## src/rtl/fp12_accum_if.sv

```systemverilog
// rtl/fp12_accum_if.sv - product stream in, group sum out, for the FP12 accumulator
interface fp12_accum_if #(
    parameter int CNT_W = 8
);
    logic [11:0]      in_data;
    logic             in_valid;
    logic             in_last;
    logic             in_ready;
    logic [11:0]      sum;
    logic [CNT_W-1:0] sum_count;
    logic             sum_valid;
    logic             sum_ready;
    logic             ovf;

    modport master (
        output in_data, in_valid, in_last, sum_ready,
        input  in_ready, sum, sum_count, sum_valid, ovf
    );

    modport slave (
        input  in_data, in_valid, in_last, sum_ready,
        output in_ready, sum, sum_count, sum_valid, ovf
    );
endinterface

```

## src/rtl/fp12_accum.sv

```systemverilog
// rtl/fp12_accum.sv - FP12 group accumulator; FP12_ACC_SAT_EN selects clamp-on-overflow instead of infinity
module fp12_accum #(
    parameter int CNT_W = 8
) (
    input  logic        clk,
    input  logic        rst,
    fp12_accum_if.slave bus
);
    typedef enum logic [2:0] {IDLE, ALIGN, ADD, NORM, OUT} state_t;

`ifdef FP12_ACC_SAT_EN
    localparam logic [10:0] OVF_MAG = 11'h7BF;
`else
    localparam logic [10:0] OVF_MAG = 11'h7C0;
`endif

    state_t           state, state_nxt;
    logic [11:0]      acc, cap_data;
    logic             cap_last;
    logic [CNT_W-1:0] count;
    logic             ovf;
    logic             accept;

    // Aligned operands and special-case result held between stages
    logic [9:0]       ma_r, mb_r;
    logic             sa_r, sb_r;
    logic [4:0]       e_r;
    logic             spec_r;
    logic [11:0]      spec_val_r;
    logic [10:0]      mag_r;
    logic             sign_r;

    logic [4:0]       ea, eb, ediff;
    logic [9:0]       ma_raw, mb_raw, m_small, m_shift;
    logic             a_big, acc_stuck;

    assign ea      = acc[10:6];
    assign eb      = cap_data[10:6];
    assign ma_raw  = (ea == 5'd0) ? 10'd0 : {1'b1, acc[5:0], 3'b000};
    assign mb_raw  = (eb == 5'd0) ? 10'd0 : {1'b1, cap_data[5:0], 3'b000};
    assign a_big   = (ea >= eb);
    assign ediff   = a_big ? (ea - eb) : (eb - ea);
    assign m_small = a_big ? mb_raw : ma_raw;
    assign m_shift = (ediff >= 5'd10) ? 10'd0 : (m_small >> ediff);

`ifdef FP12_ACC_SAT_EN
    assign acc_stuck = 1'b0;
`else
    // An infinite accumulator absorbs every later product of the group
    assign acc_stuck = (ea == 5'd31);
`endif

    assign accept        = bus.in_valid && (state == IDLE) && !rst;
    assign bus.sum       = acc;
    assign bus.sum_count = count;
    assign bus.ovf       = ovf;

    logic [10:0] add_mag;
    logic        add_sign;

    // Signed-magnitude add: larger magnitude sets the sign on subtraction
    always_comb begin
        add_mag  = 11'd0;
        add_sign = sa_r;
        if (sa_r == sb_r) begin
            add_mag = {1'b0, ma_r} + {1'b0, mb_r};
        end else if (ma_r >= mb_r) begin
            add_mag = {1'b0, ma_r - mb_r};
        end else begin
            add_mag  = {1'b0, mb_r - ma_r};
            add_sign = sb_r;
        end
    end

    logic [3:0]        lead, shamt;
    logic [5:0]        norm_frac;
    logic signed [6:0] norm_e;
    logic [11:0]       norm_res;
    logic              norm_ovf;

    // Leading-one normalize with truncation, flushing underflow to +0
    always_comb begin
        lead = 4'd0;
        for (int i = 0; i < 10; i++) begin
            if (mag_r[i]) lead = 4'(i);
        end
        shamt = 4'd9 - lead;
        if (mag_r[10]) begin
            norm_frac = mag_r[9:4];
            norm_e    = $signed({2'b00, e_r}) + 7'sd1;
        end else begin
            norm_frac = 6'((mag_r[9:0] << shamt) >> 3);
            norm_e    = $signed({2'b00, e_r}) - $signed({3'b000, shamt});
        end
        norm_ovf = 1'b0;
        if (spec_r) begin
            norm_res = spec_val_r;
            norm_ovf = 1'b1;
        end else if (mag_r == 11'd0 || norm_e <= 7'sd0) begin
            norm_res = 12'h000;
        end else if (norm_e >= 7'sd31) begin
            norm_res = {sign_r, OVF_MAG};
            norm_ovf = 1'b1;
        end else begin
            norm_res = {sign_r, norm_e[4:0], norm_frac};
        end
    end

    // State register
    always_ff @(posedge clk) begin
        if (rst) state <= IDLE;
        else     state <= state_nxt;
    end

    // Next state and handshake outputs
    always_comb begin
        state_nxt     = state;
        bus.in_ready  = 1'b0;
        bus.sum_valid = 1'b0;
        case (state)
            IDLE: begin
                bus.in_ready = !rst;
                if (accept) state_nxt = ALIGN;
            end
            ALIGN: state_nxt = ADD;
            ADD:   state_nxt = NORM;
            NORM:  state_nxt = cap_last ? OUT : IDLE;
            OUT: begin
                bus.sum_valid = 1'b1;
                if (bus.sum_ready) state_nxt = IDLE;
            end
            default: state_nxt = IDLE;
        endcase
    end

    // Datapath: capture, align, add, normalize, and group clear
    always_ff @(posedge clk) begin
        if (rst) begin
            acc        <= 12'h000;
            cap_data   <= 12'h000;
            cap_last   <= 1'b0;
            count      <= '0;
            ovf        <= 1'b0;
            ma_r       <= 10'd0;
            mb_r       <= 10'd0;
            sa_r       <= 1'b0;
            sb_r       <= 1'b0;
            e_r        <= 5'd0;
            spec_r     <= 1'b0;
            spec_val_r <= 12'h000;
            mag_r      <= 11'd0;
            sign_r     <= 1'b0;
        end else begin
            case (state)
                IDLE: begin
                    if (accept) begin
                        cap_data <= bus.in_data;
                        cap_last <= bus.in_last;
                        if (count != '1) count <= count + 1'b1;
                    end
                end
                ALIGN: begin
                    ma_r       <= a_big ? ma_raw : m_shift;
                    mb_r       <= a_big ? m_shift : mb_raw;
                    sa_r       <= acc[11];
                    sb_r       <= cap_data[11];
                    e_r        <= a_big ? ea : eb;
                    spec_r     <= acc_stuck || (eb == 5'd31);
                    spec_val_r <= acc_stuck ? acc : {cap_data[11], OVF_MAG};
                end
                ADD: begin
                    mag_r  <= add_mag;
                    sign_r <= add_sign;
                end
                NORM: begin
                    acc <= norm_res;
                    if (norm_ovf) ovf <= 1'b1;
                end
                OUT: begin
                    if (bus.sum_ready) begin
                        acc   <= 12'h000;
                        count <= '0;
                        ovf   <= 1'b0;
                    end
                end
                default: ;
            endcase
        end
    end
endmodule

```

## src/flat_wrapper.sv

```systemverilog
// flat-port wrapper written by rule: the top's interface ports become plain ports
module fp12_accum_flat 
#(
    parameter int CNT_W = 8
)
  (clk, rst, bus_in_data, bus_in_valid, bus_in_last, bus_sum_ready, bus_in_ready, bus_sum, bus_sum_count, bus_sum_valid, bus_ovf);
  fp12_accum_if #(.CNT_W(CNT_W)) bus_i ();
  input  logic clk;
  input  logic rst;
  input wire logic [$bits(bus_i.in_data)-1:0] bus_in_data;
  input wire logic [$bits(bus_i.in_valid)-1:0] bus_in_valid;
  input wire logic [$bits(bus_i.in_last)-1:0] bus_in_last;
  input wire logic [$bits(bus_i.sum_ready)-1:0] bus_sum_ready;
  output wire logic [$bits(bus_i.in_ready)-1:0] bus_in_ready;
  output wire logic [$bits(bus_i.sum)-1:0] bus_sum;
  output wire logic [$bits(bus_i.sum_count)-1:0] bus_sum_count;
  output wire logic [$bits(bus_i.sum_valid)-1:0] bus_sum_valid;
  output wire logic [$bits(bus_i.ovf)-1:0] bus_ovf;
  assign bus_i.in_data = bus_in_data;
  assign bus_i.in_valid = bus_in_valid;
  assign bus_i.in_last = bus_in_last;
  assign bus_i.sum_ready = bus_sum_ready;
  assign bus_in_ready = bus_i.in_ready;
  assign bus_sum = bus_i.sum;
  assign bus_sum_count = bus_i.sum_count;
  assign bus_sum_valid = bus_i.sum_valid;
  assign bus_ovf = bus_i.ovf;
  fp12_accum #(.CNT_W(CNT_W)) u_core (.clk(clk), .rst(rst), .bus(bus_i));
endmodule
```

## config.mk

```make
export PLATFORM = sky130hd
export DESIGN_NAME = fp12_accum_flat
export DESIGN_NICKNAME = d
export VERILOG_FILES = /design/src/rtl/fp12_accum_if.sv /design/src/rtl/fp12_accum.sv /design/src/flat_wrapper.sv
export SDC_FILE = /design/constraint.sdc
export NUM_CORES = 1
export LEC_CHECK = 0
export ABC_AREA = 1
export ABC_CLOCK_PERIOD_IN_PS = 2700
export CAP_MARGIN = 20
export CELL_PAD_IN_SITES_DETAIL_PLACEMENT = 1
export CELL_PAD_IN_SITES_GLOBAL_PLACEMENT = 2
export CORE_MARGIN = 2
export CORE_UTILIZATION = 31
export CTS_CLUSTER_DIAMETER = 60
export DETAILED_ROUTE_END_ITERATION = 10
export PLACE_DENSITY = 0.83
export SETUP_SLACK_MARGIN = 0.15
export SLEW_MARGIN = 20
export SYNTH_ARGS = -nofsm -noshare
export SYNTH_HDL_FRONTEND = slang
export SYNTH_SLANG_ARGS = --single-unit
```

## constraint.sdc

```tcl
create_clock -name clk -period 2.7 [get_ports clk]
set_input_delay 0.54 -clock clk [delete_from_list [all_inputs] [get_ports clk]]
set_output_delay 0.54 -clock clk [all_outputs]
set_load 0.01 [all_outputs]
```

# Word level (Yosys, flattened, before mapping)
# Cells that the tools add are included.
# W data, S select, Z words.
# totals
input_bits,17
output_inout_bits,23
regBits,89
elab_cells,104
# classes
n_addsub,9
shift,2
n_reduce_logical,16
n_eq_ne,12
order_cmp,5
n_mux,45
# ops
operator,count
$mux W10,7
$mux W12,4
$mux W8,3
$pmux W12 S2,1
$mux W11,2
$mux W3,7
$sub A10 B10 Y10,2
$pmux W8 S2,1
$pmux W3 S5,1
$add A10 B10 Y11,1
$logic_not A11 Y1,1
$eq A5 B5 Y1 const B,2
$ge A10 B10 Y1,1
$logic_not A5 Y1,2
$mux W1,10
$mux W5,2
$shl A10 B4 Y9,1
$shr A10 B5 Y10,1
$sub A5 B5 Y5,2
$add A8 B1 Y8 const B,1
$mux W4,2
$ne A8 B8 Y1 const B,1
$ge A7 B6 Y1 const B,1
$le A7 B1 Y1 const B,1
23 further kinds,32

# Depth between registers and ports, before layout
# Gate-level depths: netlist of the first run.
# depth
word_depth,18
ltp_mapped,25
depth_no_buf,25

# Worst setup path after synthesis of the first run
# Ideal clock, no wire load.
# synth_timing
path_kind,register to register
startpoint,reg u_core.mag_r[2]
endpoint,"reg u_core.acc[3], in the netlist u_core.bus.sum[3]"
setup_time_ns,0.071
n_path_buf,0
required_time_ns,2.629
setup_slack_ns,-0.019
period_less_slack_ns,2.719
arrival_time_ns,2.648
path_stages_with_launch,24
path_cell_list,dfxtp_1 -> inv_1 -> nand2_1 -> nand2_1 -> nand2_1 -> nand2_1 -> nand2_1 -> nand2_1 -> nand2_2 -> ha_1 -> fa_1 -> o21ai_0 -> nor2_1 -> nand2_1 -> nor2_1 -> nand2_1 -> nor2_1 -> nand2_1 -> nand3_2 -> nor2_4 -> nand3_2 -> nand2_1 -> nand2_1 -> a21oi_1
# synth_via
elab_chain_len,16
elab_cells_between_ends,21
cone_classes,add/sub (2); order compare (2); shift (1); mux (14); reduce/logical (2)
# synth_lines
element,line_no,rtl
"start, declared",fp12_accum.sv:30,logic [10:0] mag_r;
"start signal, assigned",fp12_accum.sv:172,mag_r <= add_mag;
$mux W2 (2 in a row),fp12_accum.sv:85,if (mag_r[i]) lead = 4'(i);
$mux W3 (4 in a row),fp12_accum.sv:85,
$mux W4 (2 in a row),fp12_accum.sv:85,
$sub A4 B4 Y4,fp12_accum.sv:87,shamt = 4'd9 - lead;
$sub A5 B4 Y6,fp12_accum.sv:93,"norm_e = $signed({2'b00, e_r}) - $signed({3'b000, shamt});"
$mux W7,fp12_accum.sv:88,if (mag_r[10]) begin
$ge A7 B6 Y1 or $le A7 B1 Y1 (tied branches),"fp12_accum.sv:101, fp12_accum.sv:99",
$mux W11 or $logic_or A1 B1 Y1 (tied branches),"fp12_accum.sv:101, fp12_accum.sv:99",
$mux W12 *,fp12_accum.sv:99,end else if (mag_r == 11'd0 || norm_e <= 7'sd0) begin
$mux W12 *,fp12_accum.sv:96,if (spec_r) begin
$pmux W12 S2 *,fp12_accum.sv:154,case (state)
"end signal, assigned",fp12_accum.sv:176,acc <= norm_res;
"end, declared",fp12_accum.sv:18,"logic [11:0] acc, cap_data;"
# Mark *: on every way between the ends. The rest lies on a longest branch, timed or not.
# A chain may end at the register's enable or synchronous reset.

# Final worst setup path of the first run
# layout_timing
startpoint,reg u_core.mag_r[2]
endpoint,"reg u_core.acc[5], in the netlist u_core.bus.sum[5]"
# The elaborated chain is that of the path after synthesis.

==> results of run 1 <==
-- worst min-delay path: stages (launching register included) --
cell and delay [ps]:
dfxtp_1 310, nand2_1 60, a21oi_1 50
-- per-stage QoR --
stage | area (um^2) | worst slack (ps) | setup TNS (ps)
6_report | 8490 | 52.5 | 0
2_1_floorplan | 6910 | 160 | 0
3_3_place_gp | 7770 | 26.8 | 0
4_1_cts | 8170 | 59.9 | 0
5_1_grt | 8490 | -174 | -1870
3_5_place_dp | 7770 | -53.8 | -413
-- how the worst max path moves through the flow --
stage / endpoint / slack (ps) / start / cells past startpoint
floorplan: u_core.bus.sum[10] / 160 / u_core.mag_r[2] / 23
global placement: u_core.bus.sum[3] / 30 / u_core.mag_r[2] / 22
detailed placement: u_core.bus.sum[10] / -50 / u_core.mag_r[2] / 23
CTS: u_core.bus.sum[3] / 60 / u_core.mag_r[2] / 23
global route: u_core.bus.sum[8] / -170 / u_core.mag_r[2] / 23
finish: u_core.bus.sum[5] / 50 / u_core.mag_r[2] / 22
-- flip-flops by register name, indices dropped and copies added (netlist names) --
register / flops
u_core.sa_r: 1
u_core.mag_r: 11
u_core.mb_r: 10
u_core.bus.sum_count: 8
u_core.e_r: 5
u_core.state: 3
u_core.sign_r: 1
u_core.bus.sum: 12
u_core.cap_data: 12
u_core.cap_last: 1
u_core.bus.ovf: 1
u_core.spec_r: 1
u_core.ma_r: 10
u_core.sb_r: 1
u_core.spec_val_r: 12
-- cell type report --
| cell class | count | area [um^2] | area share (%) |
|---|---|---|---|
| Sequential cell | 89 | 1800 | 21.2 |
| Clock buffer | 9 | 225 | 2.65 |
| Clock inverter | 7 | 65.1 | 0.766 |
| Timing Repair Buffer | 106 | 906 | 10.7 |
| Multi-Input combinational cell | 790 | 4600 | 54.2 |
| Tap cell | 280 | 350 | 4.13 |
| Inverter | 142 | 538 | 6.34 |
-- timing repair --
item | 4_1_cts | 5_1_grt
setup buffers | 6 | 13
resized for setup | 25 | 66
endpoints found under the hold margin | 0 | 0
endpoints found under the setup margin | 26 | 42
cloned | 0 | 1
pin swaps | 7 | 25
-- layout by cell type, fill, tap and decap left out, types with 5 or more instances in the layout --
master / instances
a21oi_1: 86
a21oi_2: 10
a22oi_1: 5
a31oi_1: 8
buf_4: 63
clkbuf_16: 9
clkdlybuf4s50_1: 38
dfxtp_1: 79
dfxtp_2: 7
ha_1: 31
ha_2: 5
ha_4: 7
inv_1: 118
inv_2: 18
nand2_1: 286
nand2_2: 19
nand3_1: 97
nand3_2: 10
nand4_1: 5
nor2_1: 51
nor2_2: 8
nor3_1: 6
o211ai_1: 6
o21ai_0: 38
o21ai_1: 11
o21ai_2: 11
o22ai_1: 9
xnor2_1: 7
xor2_1: 24
-- cells in the mapped netlist, drive strengths merged (2+ instances only) --
| library cell | n | share of area [%] |
|---|---|---|
| a21o | 3 | 0.33 |
| xnor2 | 7 | 0.89 |
| ha | 43 | 7.8 |
| nand3 | 107 | 8.4 |
| a211oi | 3 | 0.40 |
| o22ai | 9 | 0.82 |
| nand3b | 2 | 0.22 |
| buf | 20 | 1.9 |
| clkbuf | 17 | 1.1 |
| a221oi | 4 | 0.51 |
| fa | 6 | 1.7 |
| clkinv | 4 | 0.22 |
| o31ai | 4 | 0.44 |
| a31oi | 8 | 0.73 |
| inv | 138 | 7.5 |
| o211ai | 6 | 0.65 |
| xor2 | 24 | 3.0 |
| dfxtp | 89 | 26 |
| nand4 | 8 | 1.3 |
| o21bai | 3 | 0.33 |
| a22oi | 5 | 0.54 |
| o21ai | 61 | 4.7 |
| or2 | 2 | 0.18 |
| nor4 | 3 | 0.27 |
| nor3 | 9 | 0.80 |
| nor2 | 62 | 3.9 |
| nand2 | 309 | 17 |
| a21oi | 97 | 7.2 |
-- power by group --
| group | total [mW] | leakage, nW | internal, mW | switching, mW |
|---|---|---|---|---|
| clock | 1.24 | 0.131 | 0.640 | 0.601 |
| sequential | 1.54 | 0.727 | 1.43 | 0.107 |
| combinational | 3.92 | 2.88 | 1.48 | 2.44 |
| total | 6.70 | 3.74 | 3.55 | 3.15 |
-- metal layers --
metal | up-vias | routed length [um] | part of all wire [%] | GRT usage [%]
met5 | - | 0 | 0 | 0
met4 | 0 | 303 | 1.3 | 5.03
met3 | 18 | 448 | 2.0 | 2.41
met2 | 68 | 10700 | 47 | 31.9
met1 | 3337 | 11300 | 50 | 26.5
li1 | 3613 | - | - | -
-- logic make-up after synthesis --
logic type,count (synthesis),synth area share (%)
AO/OA/AOI/OAI,206,17.0
buffers and inverters,182,11.1
flip-flops,89,25.8
AND/OR/NAND/NOR,504,32.6
XOR/XNOR,31,3.93
adder cells (fa/ha/maj),49,9.54
==> run_results.csv, run 1 <==
group,metric,value,unit
run_status,status,"finished, final reports clean",
critical_path,required,2980,ps
synthesis,synthCells,1061,
detailed_routing,ant_nets,0,
synthesis,ys_seq_area_share,25.8,%
sta,hold_ws,471,ps
synthesis,yosys_register_bits,89,
detailed_routing,vias,7036,
critical_path,rr_endpoint,"u_core.bus.sum[5]",
sta,finalHoldViolCount,0,
sta,fmax,378,MHz
clock_network,cts_tree,"done",
place,dpl.cell_count,1387,
detailed_routing,wire_per_inst,16.0,um
floorplan,io_pins,40,
floorplan,die_x,153,um
sta,period_share,98.1,%
synthesis,async_reset_ff_share,0,%
final_layout,num-fill-cells,2830,
final_layout,finalNonFillerCells,1423,
pwr,irDropWorstVdd,353,uV
synthesis,yosys_warnings,0,
final_layout,n_antenna_cell,0,
critical_path,crit_chain,"inv_2, nand2_1, nand2_1, nand2_1, nand2_1, nand2_1, nand2_2, nand2_4, ha_4, fa_2, o21ai_2, buf_4, buf_6, nand3_2, nor2_2, nand3_2, nand2_4, nor2_4, nand3_2, nand2_1, nand2_1, a21oi_1",
pwr,power.total,6.70,mW
grt,overflow,0,
detailed_routing,drc,0,
synthesis,yosys_most_used_dff,"dfxtp_1",
floorplan,die_area,0.0235,mm^2
final_layout,fin_util,38.9,%
floorplan,core_area,0.0218,mm^2
min_path,hold_path.class,"reg -> reg",
critical_path,worstPathArrival,2930,ps
clock_network,cts-root-buf,"clkbuf_16",
synthesis,synth_edf_count,0,
min_path,whs_endpoint,"u_core.spec_val_r[4]",
sta,setup_viol,0,
sta,drv_slew,0,
flow_run,drv_cap,0,
place,hpwl,18.0,mm
pwr,p_leak,3.74,nW
grt,grt_pass1_vias,7056,
synthesis,netlist_area,0.00690,mm^2
final_layout,finalNetCount,1204,
grt,grt_pass1_wl,36.9,mm
floorplan,num_rows,54,
synthesis,syn-num-nets,1127,
clock_network,cts_buffers,9,
pwr,power_per_cell_area,789,mW/mm^2
critical_path,cp_top_family,"simple AND/OR/NAND/NOR gates",
clock_network,htree_levels,3,
sta,worst_pin_slew,705,ps
grt,antenna_found_initial,0,
floorplan,initial_core_util,31.6,%
floorplan,die_h,153,um
min_path,hold_path_startpoint,"u_core.spec_val_r[4]",
clock_network,hold_buffers,0,
critical_path,critical_path_buf_inv_count,3,
detailed_routing,dr.pass1.iters,4,
grt,grt_max_degree,62,
critical_path,cp-start-kind,"register",
critical_path,r2r_start,"u_core.mag_r[2]",
critical_path,endpoint_kind,"register",
critical_path,cpMaxStageDelayCell,"fa_2",
synthesis,avgSynthCellArea,6.50,um^2
detailed_routing,viasPerCell,4.94,
sta,skew,15.1,ps
clock_network,clk_latency,360,ps
sta,rsz0062_at_grt,"true",
clock_network,clkSlewWorstSetupHoldPaths,70,ps
grt,grtUsageTotal,19.3,%
synthesis,synth.distinct_cells,55,
clock_network,cts_buffer_depth,2,
clock_network,cts.sinks,89,
place,portBuffers,39,
critical_path,r2r_setup_slack,50,ps
critical_path,critical_path_class,"reg -> reg",
sta,min_period,2650,ps
final_layout,area_growth,23.0,%
critical_path,rr_worst_depth,22,
place,gp_congestion,0.855,
detailed_routing,drt_iter0_markers,338,
min_path,hold_path_depth,2,
critical_path,path_common_cell,"nand2_1",
critical_path,cp_max_fo,6,
detailed_routing,totalWireLength,22.8,mm
critical_path,slowest_delay,530,ps
sta,relSlewSlack,53.0,%
final_layout,layout-drive-gt1-share,18.0,%
Power figures use the tool's default switching activity.
==> inputs of run 2 (changes only) <==
Settings changed: CAP_MARGIN 20 to 10.
==> results of run 2 <==
Final layout, timing and power as in run 1 (identical DEF).
